File: config.mk
export PLATFORM = sky130hd
export DESIGN_NAME = uart_tx_ctrl
export DESIGN_NICKNAME = d
export VERILOG_FILES = /design/src/rtl/uart_tx_ctrl.sv
export SDC_FILE = /design/constraint.sdc
export NUM_CORES = 1
export LEC_CHECK = 0
export CORE_MARGIN = 4
export CORE_UTILIZATION = 53
export DETAILED_ROUTE_END_ITERATION = 16
export GPL_TIMING_DRIVEN = 0
export PLACE_DENSITY = 0.8
export SLEW_MARGIN = 5
export SYNTH_ARGS = -nofsm -noshare
export SYNTH_HDL_FRONTEND = slang
export SYNTH_SLANG_ARGS = --single-unit
File: constraint.sdc
create_clock -name clk -period 2.5 [get_ports clk]
set_input_delay 0.375 -clock clk [delete_from_list [all_inputs] [get_ports clk]]
set_output_delay 0.375 -clock clk [all_outputs]
set_load 0.05 [all_outputs]
File: src/rtl/uart_tx_ctrl.sv
// rtl/uart_tx_ctrl.sv - UART transmit sequencer: byte buffer, baud pacing, shift-register control
//
// Purpose: accepts one byte at a time over a valid/ready handshake into a
// single-entry holding buffer, then frames it as {stop, data, start} for an
// external 10-bit shift register and paces one shift per bit period.
// Consecutive frames run with no idle gap when the buffer refills in time.
//
// Ports:
//   clk, rst    system clock, asynchronous active-high reset
//   tx_valid    byte offered on tx_data
//   tx_data     byte to send, LSB first on the line
//   tx_ready    holding buffer empty
//   tx_busy     frame on the line or byte waiting in the buffer
//   tx_done     one-cycle pulse in the last cycle of each stop bit
//   sr_frame    parallel frame for the shift register
//   sr_load     1 = parallel load, 0 = shift in ones
//   sr_en       shift-register clock enable
//   sr_out      shift-register serial output
//   tx          UART line, forced high outside a frame
module uart_tx_ctrl #(
  parameter int CLKS_PER_BIT = 868
) (
  input  logic       clk,
  input  logic       rst,
  input  logic       tx_valid,
  input  logic [7:0] tx_data,
  output logic       tx_ready,
  output logic       tx_busy,
  output logic       tx_done,
  output logic [9:0] sr_frame,
  output logic       sr_load,
  output logic       sr_en,
  input  logic       sr_out,
  output logic       tx
);

  localparam int BW = (CLKS_PER_BIT > 2) ? $clog2(CLKS_PER_BIT) : 1;
  localparam logic [BW-1:0] BAUD_LAST = BW'(CLKS_PER_BIT - 1);

  typedef enum logic {IDLE, SEND} state_t;

  state_t        state;
  logic [7:0]    hold_data;
  logic          hold_valid;
  logic [BW-1:0] baud_cnt;
  logic [3:0]    bit_cnt;

  logic accept;
  logic bit_end;
  logic frame_end;
  logic pop;

  assign accept    = tx_valid && !hold_valid;
  assign bit_end   = (state == SEND) && (baud_cnt == BAUD_LAST);
  assign frame_end = bit_end && (bit_cnt == 4'd9);
  // A new frame is launched either from idle or straight off the end of the
  // previous stop bit, which is what gives back-to-back frames zero gap.
  assign pop       = hold_valid && ((state == IDLE) || frame_end);

  assign tx_ready = !hold_valid;
  assign tx_busy  = (state == SEND) || hold_valid;
  assign tx_done  = frame_end;
  assign sr_frame = {1'b1, hold_data, 1'b0};
  assign sr_load  = pop;
  assign sr_en    = pop || (bit_end && (bit_cnt != 4'd9));
  assign tx       = (state == SEND) ? sr_out : 1'b1;

  always_ff @(posedge clk or posedge rst) begin
    if (rst) begin
      state      <= IDLE;
      hold_data  <= 8'h00;
      hold_valid <= 1'b0;
      baud_cnt   <= '0;
      bit_cnt    <= 4'd0;
    end else begin
      // accept needs an empty buffer and pop needs a full one, so they never collide
      if (accept) begin
        hold_data  <= tx_data;
        hold_valid <= 1'b1;
      end else if (pop) begin
        hold_valid <= 1'b0;
      end

      case (state)
        IDLE: begin
          if (pop) begin
            state    <= SEND;
            baud_cnt <= '0;
            bit_cnt  <= 4'd0;
          end
        end
        SEND: begin
          if (bit_end) begin
            baud_cnt <= '0;
            if (bit_cnt == 4'd9) begin
              bit_cnt <= 4'd0;
              if (!hold_valid) state <= IDLE;
            end else begin
              bit_cnt <= bit_cnt + 4'd1;
            end
          end else begin
            baud_cnt <= baud_cnt + 1'b1;
          end
        end
        default: state <= IDLE;
      endcase
    end
  end

endmodule

==> summary.md, run 1 <==
| Metric | Value |
|---|---|
| Sequential area share after synthesis | `47.6%` |
| Status | `completed` |
| Worst slew pin tran | `0.931 ns` |
| WL final | `2.59 mm` |
| Hold_ws | `0.524 ns` |
| Critical Path, Cell by Cell | `ha_1 > nor4b_4 > nand3_1 > o21ai_1 > and2_1 > buf_4` |
| Total Nets Final | `171` |
| Reg-to-reg slack, setup | `0.63 ns` |
| Max-cap violation count | `0` |
| Area delta synth->final | `24.6%` |
| Initial Util | `56.5%` |
| RR Startpoint | `baud_cnt[0]` |
| Post-Synth Adder-Cell Area | `2.97%` |
| CTS root buffer | `clkbuf_4` |
| Post-synth EDFFs | `0` |
| # diodes | `0` |
| Comb power frac | `38.1%` |
| Top-area cell type share of the netlist area | `47.6%` |
| Worst-skew pair later-pin latency | `0.32 ns` |
| Simple-gate share of the synthesized area | `20.1%` |
| Synth area leader | `dfrtp_1` |
| Peak Freq | `0.427 GHz` |
| Die W | `56.8 um` |
| Final std cell area, no fill | `0.00157 mm2` |
| Total Die Area | `0.00323 mm2` |
| Cts hold-fix bufs | `0` |
| Switching pwr | `385 uW` |
| CTS tree | `done` |
| Clk pwr share | `16.5%` |
| Die Ht | `56.8 um` |
| Synth top area cells | `dfrtp_1 (48%), mux2_2 (7.1%), nand2_1 (3.6%)` |
| Pwr dens | `651 mW/mm2` |
| Grt peak-use layer | `met2` |
| GR Layer Usage met3 | `6.90%` |
| Vias per cell | `5.48` |
| Hold Path Origin | `hold_data[2]` |
| Hold Violations, Final | `0` |
| Synth Area in Compound Gates | `14.3%` |
| GRT met1 Usage | `20.0%` |
| Initial DRC Count | `26` |
| Routed len/inst | `14.2 um` |
| Switching share of power | `37.6%` |
| Crit Path Class | `flip-flop to primary output` |
| # rows | `17` |
| CP Capture Type | `primary output` |
| Max FO, Critical Path | `4` |
| Total GRT Usage | `17.6%` |
| Synth Instances | `124` |
| Minimum clock period | `2.34 ns` |
| Startpoint Class | `flip-flop` |
| Worst hold path class | `flip-flop to flip-flop` |
| Worst Path Required | `2.12 ns` |
| Post-route ant nets | `0` |
| Slew Limit Headroom | `37.9%` |
| Pins Over Slew Limit | `0` |
| Delay-heaviest family, CP | `simple AND/OR/NAND/NOR gates` |
| Crit path DAT | `1.97 ns` |
| Grt met2 use | `28.4%` |
| Synth Area in XOR/XNOR | `0.694%` |
| Min-Delay Endpoint | `hold_data[2]` |
| CTS Buf Count | `3` |
| Final setup skew | `0.00661 ns` |
| Synth Flop Type | `dfrtp_1` |
| Core Area | `0.00223 mm2` |
| R2R depth | `8` |
| Number of distinct library cells after synthesis | `41` |
| Max IR drop VDD | `645 uV` |
| CP peak stage delay | `0.42 ns` |
| Combinational family with the most area after synthesis | `simple AND/OR/NAND/NOR gates` |
| Critical R2R Capture | `baud_cnt[5]` |
| P_leak | `0.684 nW` |
| Vias | `997` |
| Synth async-reset ratio | `100%` |
| Dpl hpwl | `1.93 mm` |
| Buf/Inv on CP | `1` |
| Syn Std Cell Area | `0.00126 mm2` |
| Share of layout cells above drive strength 1 | `16.2%` |
| Initial antenna violation count | `0` |
| Placed cell areas | `0.00155 mm2` |
| Most frequent cell after synthesis | `dfrtp_1` |
| Cell Int Power | `639 uW` |
| IO Port Bufs | `25` |
| Mux share of post-synthesis cell area | `9.51%` |
| RSZ-0062 raised after global routing | `false` |
| Slowest CP cell | `dfrtp_1` |
| Syn_area_per_cell | `10.2 um2` |
| Final setup violation count | `0` |
| Vias in the first global route | `1048` |
| Sequential share of power | `45.5%` |
| Worst hold stages | `1` |
| Flops & latches, synth | `24` |
| Sink Count | `24` |
| First-pass GRT wire length | `4.51 mm` |
| Boundary Pins | `28` |
| GPL Wtd Cong | `0.792` |
| Final period util | `93.6%` |
| Max Root-Sink Buffers | `2` |
| Residual DRC count | `0` |
| Clock slew at the register clock pins of the worst setup and hold paths | `0.12 ns` |
| Synthesis Warnings | `0` |
| Syn Nets | `139` |
| Grt total ovfl | `0` |
| Top post-synthesis cells by count | `dfrtp_1 (24), nand2_1 (12), nor2_1 (9), mux2_2 (8), o21ai_0 (7)` |
| First-pass iteration count of the detailed router | `4` |
| H-Tree Depth | `1` |
| Largest net degree at the start of global routing | `25` |
[state kept, by name (all words and copies together), names as in the netlist]
signal      flops
baud_cnt       10
state           1
bit_cnt         4
hold_valid      1
hold_data       8
[timing repair]
action	CTS	global route
endpoints found under the setup margin	3	3
gates resized for setup	13	4
cloned	0	0
pin swaps	0	0
setup buffers	0	2
[cell usage in the layout, fill, tap and decap left out, drive strengths merged, types with 3 or more instances in the layout]
| master | instances |
|---|---|
| nor2 | 9 |
| mux2i | 3 |
| nor3 | 3 |
| a21oi | 3 |
| dfrtp | 24 |
| nand2 | 12 |
| buf | 9 |
| nand3 | 6 |
| inv | 4 |
| clkdlybuf4s50 | 22 |
| o21ai | 9 |
| clkbuf | 5 |
| mux2 | 8 |
| ha | 3 |
[area by class of cell]
type	count	area, um2
Sequential cell	24	601
Timing Repair Buffer	27	253
Fill cell	181	661
Inverter	5	18.8
Buffer	6	35.0
Tap cell	28	35.0
Multi-Input combinational cell	89	608
Clock buffer	3	22.5
[logic make-up after synthesis]
logic type / Yosys count
AND/OR/NAND/NOR: 46
AO/OA/AOI/OAI: 26
flip-flops: 24
multiplexers: 11
buffers and inverters: 11
adder cells (fa/ha/maj): 3
other: 2
XOR/XNOR: 1
[how the worst max path moves through the flow]
stage                      startpoint       to  slack (ns)  cells after the start
after floorplan           baud_cnt[0]  tx_done        0.02                      4
after global placement    baud_cnt[0]  sr_load       -0.16                      6
after detailed placement  baud_cnt[0]  sr_load       -0.19                      6
after CTS                 baud_cnt[0]  tx_done       0.002                      5
after global routing      baud_cnt[0]  sr_load        0.03                      6
final                     baud_cnt[0]  sr_load        0.16                      6
[per-stage QoR]
step | TNS, ns | worst slack (ns) | total power, mW | util (%) | instances
3_3_place_gp | -0.185 | -0.160 | 0.861 | 69.3 | 177
6_report | 0 | 0.159 | 1.02 | 70.4 | 182
2_1_floorplan | 0 | 0.0181 | 0.726 | - | 124
4_1_cts | 0 | 0.00198 | 1.04 | 70.3 | 180
3_5_place_dp | -0.245 | -0.188 | 0.866 | 69.3 | 177
5_1_grt | 0 | 0.0295 | 1.07 | 70.4 | 182
[routing by layer]
layer | vias to the layer above | wire length, um
met5 | - | 0
met4 | 0 | 50
met3 | 5 | 212
met2 | 29 | 1240
met1 | 467 | 1090
li1 | 496 | -
[power groups by stage]
| stage | clock network [mW] | logic [mW] | registers [mW] |
|---|---|---|---|
| after CTS | 0.178 | 0.394 | 0.467 |
| after global placement | 0 | 0.390 | 0.471 |
| after detailed placement | 0 | 0.392 | 0.474 |
| after global routing | 0.190 | 0.409 | 0.475 |
| after floorplan | 0 | 0.0738 | 0.652 |
| final | 0.169 | 0.390 | 0.465 |
(Power assumes the default switching activity.)
==> inputs of run 2 (changes only) <==
--- a/config.mk
+++ b/config.mk
@@ -5,11 +5,12 @@
 export SDC_FILE = /design/constraint.sdc
 export NUM_CORES = 1
 export LEC_CHECK = 0
+export CORE_ASPECT_RATIO = 2
 export CORE_MARGIN = 4
-export CORE_UTILIZATION = 53
+export CORE_UTILIZATION = 25
 export DETAILED_ROUTE_END_ITERATION = 16
 export GPL_TIMING_DRIVEN = 0
-export PLACE_DENSITY = 0.8
+export PLACE_DENSITY = 0.42
 export SLEW_MARGIN = 5
 export SYNTH_ARGS = -nofsm -noshare
 export SYNTH_HDL_FRONTEND = slang
==> summary.md, run 2 (synthesis results as in run 1) <==
| Metric | Value |
|---|---|
| Crit path DAT | `1.97 ns (about the same)` |
| GR Layer Usage met3 | `2.63% (-4.3 points)` |
| Critical R2R Capture | `bit_cnt[1]` |
| Grt met2 use | `20.8% (-7.6 points)` |
| GPL Wtd Cong | `0.709 (-10%)` |
| Vias | `1020 (+2.3%)` |
| Initial Util | `26.0% (-31 points)` |
| Buf/Inv on CP | `2 (+1)` |
| RSZ-0062 raised after global routing | `false` |
| CP Capture Type | `primary output` |
| R2R depth | `8 (unchanged)` |
| Switching share of power | `36.4% (-1.2 points)` |
| Top Registers | `baud_cnt: 10 flops, hold_data: 8 flops, bit_cnt: 4 flops` |
| WL final | `3.21 mm (+24%)` |
| Dpl hpwl | `2.44 mm (+27%)` |
| Hold Violations, Final | `0 (unchanged)` |
| CTS tree | `done` |
| Pwr Total | `1.14 mW (+11%)` |
| Final setup skew | `0.00549 ns (-0.00111 ns)` |
| Slew Limit Headroom | `35.2% (-2.7 points)` |
| # diodes | `0 (unchanged)` |
| Slowest CP cell | `dfrtp_1` |
| First-pass iteration count of the detailed router | `4 (unchanged)` |
| Crit Path Class | `flip-flop to primary output` |
| Critical Path, Cell by Cell | `ha_1 > nor4b_4 > buf_4 > a31oi_4 > nor2_1 > clkdlybuf4s18_2` |
| Delay-heaviest family, CP | `buffers and inverters` |
| Grt total ovfl | `0 (unchanged)` |
| Die W | `58.3 um (+2.5%)` |
| Clock slew at the register clock pins of the worst setup and hold paths | `0.09 ns (-0.03 ns)` |
| Total Nets Final | `171 (unchanged)` |
| Largest net degree at the start of global routing | `25 (unchanged)` |
| Final period util | `93.8% (+0.14 points)` |
| H-Tree Depth | `1 (unchanged)` |
| Comb power frac | `34.6% (-3.5 points)` |
| Routed len/inst | `15.1 um (+6.3%)` |
| Largest register FFs | `10 (unchanged)` |
| Post-route ant nets | `0 (unchanged)` |
| IO Port Bufs | `25 (unchanged)` |
| Final setup TNS | `0 ns (unchanged)` |
| Crit path launch | `baud_cnt[0]` |
| First-pass GRT wire length | `5.41 mm (+20%)` |
| Most frequent cells in the layout | `dfrtp_1 (24), clkdlybuf4s50_1 (22), nand2_1 (12), nor2_1 (9), mux2_2 (8)` |
| Sequential share of power | `41.1% (-4.4 points)` |
| Boundary Pins | `28 (unchanged)` |
| Minimum clock period | `2.34 ns (+0.00349 ns)` |
| Pins Over Slew Limit | `0 (unchanged)` |
| CTS Buf Count | `3 (unchanged)` |
| Core Area | `0.00486 mm2 (+120%)` |
| Status | `completed` |
| Pwr dens | `684 mW/mm2 (+5.1%)` |
| Reg-to-reg slack, setup | `0.64 ns (about the same)` |
| Worst hold path class | `flip-flop to flip-flop` |
| Max Root-Sink Buffers | `2 (unchanged)` |
| Die Ht | `108 um (+91%)` |
| Worst slew pin tran | `0.971 ns (+0.0399 ns)` |
| Initial antenna violation count | `0 (unchanged)` |
| CP endpoint | `sr_en` |
| Max IR drop VDD | `411 uV (-36%)` |
| Total GRT Usage | `11.2% (-6.4 points)` |
| Worst Path Required | `2.12 ns (about the same)` |
| Switching pwr | `414 uW (+7.5%)` |
| Share of layout cells above drive strength 1 | `17.4% (+1.2 points)` |
| Sink Count | `24 (unchanged)` |
| Vias per cell | `4.81 (-12%)` |
| Cell Int Power | `723 uW (+13%)` |
| Area delta synth->final | `31.7%` |
| Residual DRC count | `0 (unchanged)` |
| Critical path depth | `6 (unchanged)` |
| Vias in the first global route | `1128 (+7.6%)` |
| Peak Freq | `0.427 GHz (-0.15%)` |
| Max FO, Critical Path | `6 (+2)` |
| Max-cap violation count | `0 (unchanged)` |
| Final setup violation count | `0 (unchanged)` |
| Number of fill cells | `526 (+190%)` |
| Initial DRC Count | `9 (-65%)` |
| RR Startpoint | `baud_cnt[0]` |
| Clk pwr share | `24.3% (+7.8 points)` |
| # rows | `36 (+19)` |
| Most common cell after layout, fill and taps aside | `dfrtp_1` |
| Hold_ws | `0.517 ns (-0.00741 ns)` |
| GRT met1 Usage | `11.5% (-8.5 points)` |
| Biggest register | `baud_cnt` |
| CP peak stage delay | `0.40 ns (-0.02 ns)` |
| Grt peak-use layer | `met2` |
| P_leak | `0.700 nW (+2.2%)` |
| Total Die Area | `0.00632 mm2 (+96%)` |
| CTS root buffer | `clkbuf_8` |
| Post-layout util | `34.2% (-36 points)` |
| Worst-skew pair later-pin latency | `0.27 ns (-0.05 ns)` |
| Startpoint Class | `flip-flop` |
| Cts hold-fix bufs | `0 (unchanged)` |
-- run 2: metal layers --
| metal | part of all wire [%] | vias up |
|---|---|---|
| met5 | 0 | - |
| met4 | 1.9 | 0 |
| met3 | 5.3 | 6 |
| met2 | 56 | 32 |
| met1 | 37 | 484 |
| li1 | - | 498 |
-- run 2: worst min path at each step --
stage,startpoint,endpoint,cells after the start
3_5_place_dp,hold_data[4],hold_data[4],1
5_1_grt,hold_data[5],hold_data[5],1
3_3_place_gp,hold_data[2],hold_data[2],1
4_1_cts,hold_data[2],hold_data[2],1
6_report,hold_data[5],hold_data[5],1
2_1_floorplan,rst,baud_cnt[0],1
-- run 2: area by class of cell --
cell class              count  area [um2]  share of cell area, %
multi-input cells          89         621                   37.3
flip-flops and latches     24         601                   36.1
repair buffers             27         262                   15.7
well taps                  57        71.3                   4.29
clock buffers               4        55.1                   3.31
plain buffers               6        35.0                   2.11
inverters                   5        18.8                   1.13
-- run 2: power groups by stage --
stage	registers [mW]	clock network (mW)	logic (mW)
2_1_floorplan	0.652	0	0.0738
3_3_place_gp	0.474	0	0.396
3_5_place_dp	0.475	0	0.397
4_1_cts	0.469	0.287	0.399
5_1_grt	0.477	0.296	0.411
6_report	0.468	0.276	0.393
-- run 2: repair_timing --
action,in CTS,in global routing
cloned,0,0
setup endpoints to repair,3,3
setup buffers,1,1
hold endpoints to repair,0,0
resized for setup,12,3
-- run 2: stage by stage --
step / std cells / area (um2) / worst slack, ns
after floorplan: 124 / 1260 / 0.0181
after global placement: 206 / 1580 / -0.207
after detailed placement: 206 / 1580 / -0.214
after CTS: 211 / 1640 / 0.0308
after global routing: 212 / 1660 / 0.00791
final: 212 / 1660 / 0.156
==> inputs of run 3 (changes only) <==
--- a/config.mk
+++ b/config.mk
@@ -5,6 +5,7 @@
 export SDC_FILE = /design/constraint.sdc
 export NUM_CORES = 1
 export LEC_CHECK = 0
+export ABC_AREA = 1
 export CORE_ASPECT_RATIO = 2
 export CORE_MARGIN = 4
 export CORE_UTILIZATION = 25
==> summary.md, run 3 <==
| Metric | Value |
|---|---|
| Status | `completed` |
| Worst Path Required | `2.12 ns (about the same)` |
| Routed len/inst | `12.7 um (-16%)` |
| Initial DRC Count | `17 (+8)` |
| Crit Path Class | `flip-flop to primary output` |
| GPL Wtd Cong | `0.774 (+9.1%)` |
| Die Ht | `109 um (+0.64%)` |
| Final setup skew | `0.00134 ns (-0.00416 ns)` |
| CP Capture Type | `primary output` |
| CTS tree | `done` |
| Cell Count, Final, Fillers Out | `234 (+10%)` |
| Top post-synthesis cells by count | `nand2_1 (49), dfrtp_1 (24), inv_1 (13), nand3_1 (7), o21ai_0 (6)` |
| Peak Freq | `0.423 GHz (-0.94%)` |
| Sequential area share after synthesis | `46.9% (-0.65 points)` |
| Vias | `1045 (+2.5%)` |
| Slew Limit Headroom | `36.8% (+1.6 points)` |
| Max FO, Critical Path | `8 (+2)` |
| Largest net degree at the start of global routing | `25 (unchanged)` |
| Residual DRC count | `0 (unchanged)` |
| Crit path launch | `state` |
| Final period util | `94.7% (+0.89 points)` |
| Largest register FFs | `10 (unchanged)` |
| Post-route ant nets | `0 (unchanged)` |
| Initial antenna violation count | `0 (unchanged)` |
| Post-synth EDFFs | `0 (unchanged)` |
| Share of layout cells above drive strength 1 | `17.5% (+0.095 points)` |
| Synthesis Warnings | `0 (unchanged)` |
| Pins Over Slew Limit | `0 (unchanged)` |
| Top Registers | `baud_cnt: 10 flops, hold_data: 8 flops, bit_cnt: 4 flops` |
| Hold_ws | `0.489 ns (-0.0275 ns)` |
| Synth async-reset ratio | `100% (unchanged)` |
| Sink Count | `24 (unchanged)` |
| RR Startpoint | `baud_cnt[0]` |
| Post-layout util | `33.3% (-0.85 points)` |
| Vias per cell | `4.47 (-7.2%)` |
| Max Root-Sink Buffers | `2 (unchanged)` |
| CTS Buf Count | `3 (unchanged)` |
| Post_cts resized | `7 (-5)` |
| RSZ-0062 raised after global routing | `false` |
| Hold Path Origin | `hold_data[4]` |
| WL final | `2.97 mm (-7.3%)` |
| Top-area cell type share of the netlist area | `46.9% (-0.65 points)` |
| P_leak | `0.780 nW (+12%)` |
| Total Nets Final | `194 (+13%)` |
| Number of distinct library cells after synthesis | `29 (-29%)` |
| DRT met1 WL | `1.16 mm (-2.3%)` |
| Syn_area_per_cell | `8.59 um2 (-16%)` |
| Critical Path, Cell by Cell | `buf_2 > inv_1 > or2_2 > clkdlybuf4s50_1` |
| Max IR drop VDD | `499 uV (+21%)` |
| # diodes | `0 (unchanged)` |
| Worst hold path class | `flip-flop to flip-flop` |
| Slowest CP cell | `clkdlybuf4s50_1` |
| Flops & latches, synth | `24 (unchanged)` |
| Metal2 WL | `1.67 mm (-6.9%)` |
| Final setup violation count | `0 (unchanged)` |
| Most frequent cells in the layout | `nand2_1 (49), dfrtp_1 (24), clkdlybuf4s50_1 (21), inv_1 (13), nand3_1 (7)` |
| Minimum clock period | `2.37 ns (+0.0222 ns)` |
| Most common cell after layout, fill and taps aside | `nand2_1` |
| Place WS | `-0.0821 ns (+0.132 ns)` |
| Final WS setup | `0.133 ns (-0.0222 ns)` |
| Die W | `58.6 um (+0.59%)` |
| Synth top area cells | `dfrtp_1 (47%), nand2_1 (14%), inv_1 (3.8%)` |
| Cts hold-fix bufs | `0 (unchanged)` |
| Pwr dens | `622 mW/mm2 (-9.0%)` |
| Final setup TNS | `0 ns (unchanged)` |
| CP peak stage delay | `0.70 ns (+0.30 ns)` |
| Dpl hpwl | `2.38 mm (-2.4%)` |
| CTS root buffer | `clkbuf_8` |
| Max-cap violation count | `0 (unchanged)` |
| Worst-skew pair later-pin latency | `0.26 ns (about the same)` |
| Syn Std Cell Area | `0.00128 mm2 (+1.4%)` |
| Most frequent cell after synthesis | `nand2_1` |
| Pwr Total | `1.02 mW (-10%)` |
| Grt total ovfl | `0 (unchanged)` |
| H-Tree Depth | `1 (unchanged)` |
| Placed cell areas | `0.00161 mm2 (+1.5%)` |
| First-pass iteration count of the detailed router | `4 (unchanged)` |
| Post-CTS Setup Bufs | `0 (-1)` |
| Startpoint Class | `flip-flop` |
| Synth area leader | `dfrtp_1` |
| Final std cell area, no fill | `0.00164 mm2 (-1.6%)` |
| Clock slew at the register clock pins of the worst setup and hold paths | `0.08 ns (about the same)` |
| Synth Flop Type | `dfrtp_1` |
| Area delta synth->final | `27.9%` |
| Total Die Area | `0.00640 mm2 (+1.2%)` |
| Hold Violations, Final | `0 (unchanged)` |
| Boundary Pins | `28 (unchanged)` |
| Initial Util | `26.1% (+0.12 points)` |
| Crit path DAT | `1.99 ns (+0.02 ns)` |
| Worst slew pin tran | `0.947 ns (-0.0233 ns)` |
| Core Area | `0.00491 mm2 (+0.93%)` |
| First-pass GRT wire length | `5.14 mm (-5.0%)` |
| # rows | `36 (unchanged)` |
| Top Layer Used | `met4` |
| IO Port Bufs | `25 (unchanged)` |
| Biggest register | `baud_cnt` |
| Synth Instances | `149 (+20%)` |
| Syn Nets | `164 (+18%)` |
| Met3 WL post-DR | `118 um (-30%)` |
| Placed cells | `231 (+12%)` |
| Vias in the first global route | `1109 (-1.7%)` |
| Total GRT Usage | `10.4% (-0.81 points)` |
run 3: changes by cell type in the layout (fill, tap and decap cells not counted), sizes merged, moves of 3 or more:
cell / before / now
a21oi: 3 / 0
inv: 4 / 15
mux2: 8 / 0
mux2i: 3 / 0
nand2: 12 / 53
nand3: 6 / 9
nor3: 3 / 0
xor2: 0 / 4
run 3: final cells by class:
class | instances | area [um2]
sequential | 24 | 601
timing repair buffer | 25 | 238
buffer | 3 | 20.0
clock buffer | 3 | 41.3
multi-input combinational | 107 | 609
inverter | 15 | 56.3
fill | 531 | 3270
tap | 57 | 71.3
run 3: critical path: cells and delay by family, from the launching register on:
kind / cells / cell delay (ns)
buffers and inverters: 3 / 1.11
flip-flops: 1 / 0.32
AND/OR/NAND/NOR: 1 / 0.30
run 3: per-layer routing:
metal	global-route usage, %	up-vias
met5	0	-
met3	1.78	2
li1	-	527
met2	20.1	23
met4	3.89	0
met1	10.7	493
run 3: cells by family after synthesis:
logic type	Yosys count	synth area share, %
AO/OA/AOI/OAI	18	9.48
XOR/XNOR	5	3.42
adder cells (fa/ha/maj)	3	2.93
buffers and inverters	18	5.96
flip-flops	24	46.9
other	2	0.587
AND/OR/NAND/NOR	79	30.7
run 3: power breakdown:
part	internal, mW	switching, mW
sequential	0.432	0.0254
clock	0.108	0.118
combinational	0.110	0.225
run 3: path summary, 6_finish.rpt:
| check | slack (ns) | endpoint | cells past startpoint |
|---|---|---|---|
| min | 0.49 | hold_data[4] | 2 |
| max | 0.13 | tx | 4 |
| max in group asynchronous | 1.30 | bit_cnt[2] | 2 |
| max reg2reg | 1.00 | bit_cnt[3] | 8 |
| min in group asynchronous | 0.63 | hold_data[6] | 2 |
| min reg2reg | 0.49 | hold_data[4] | 2 |
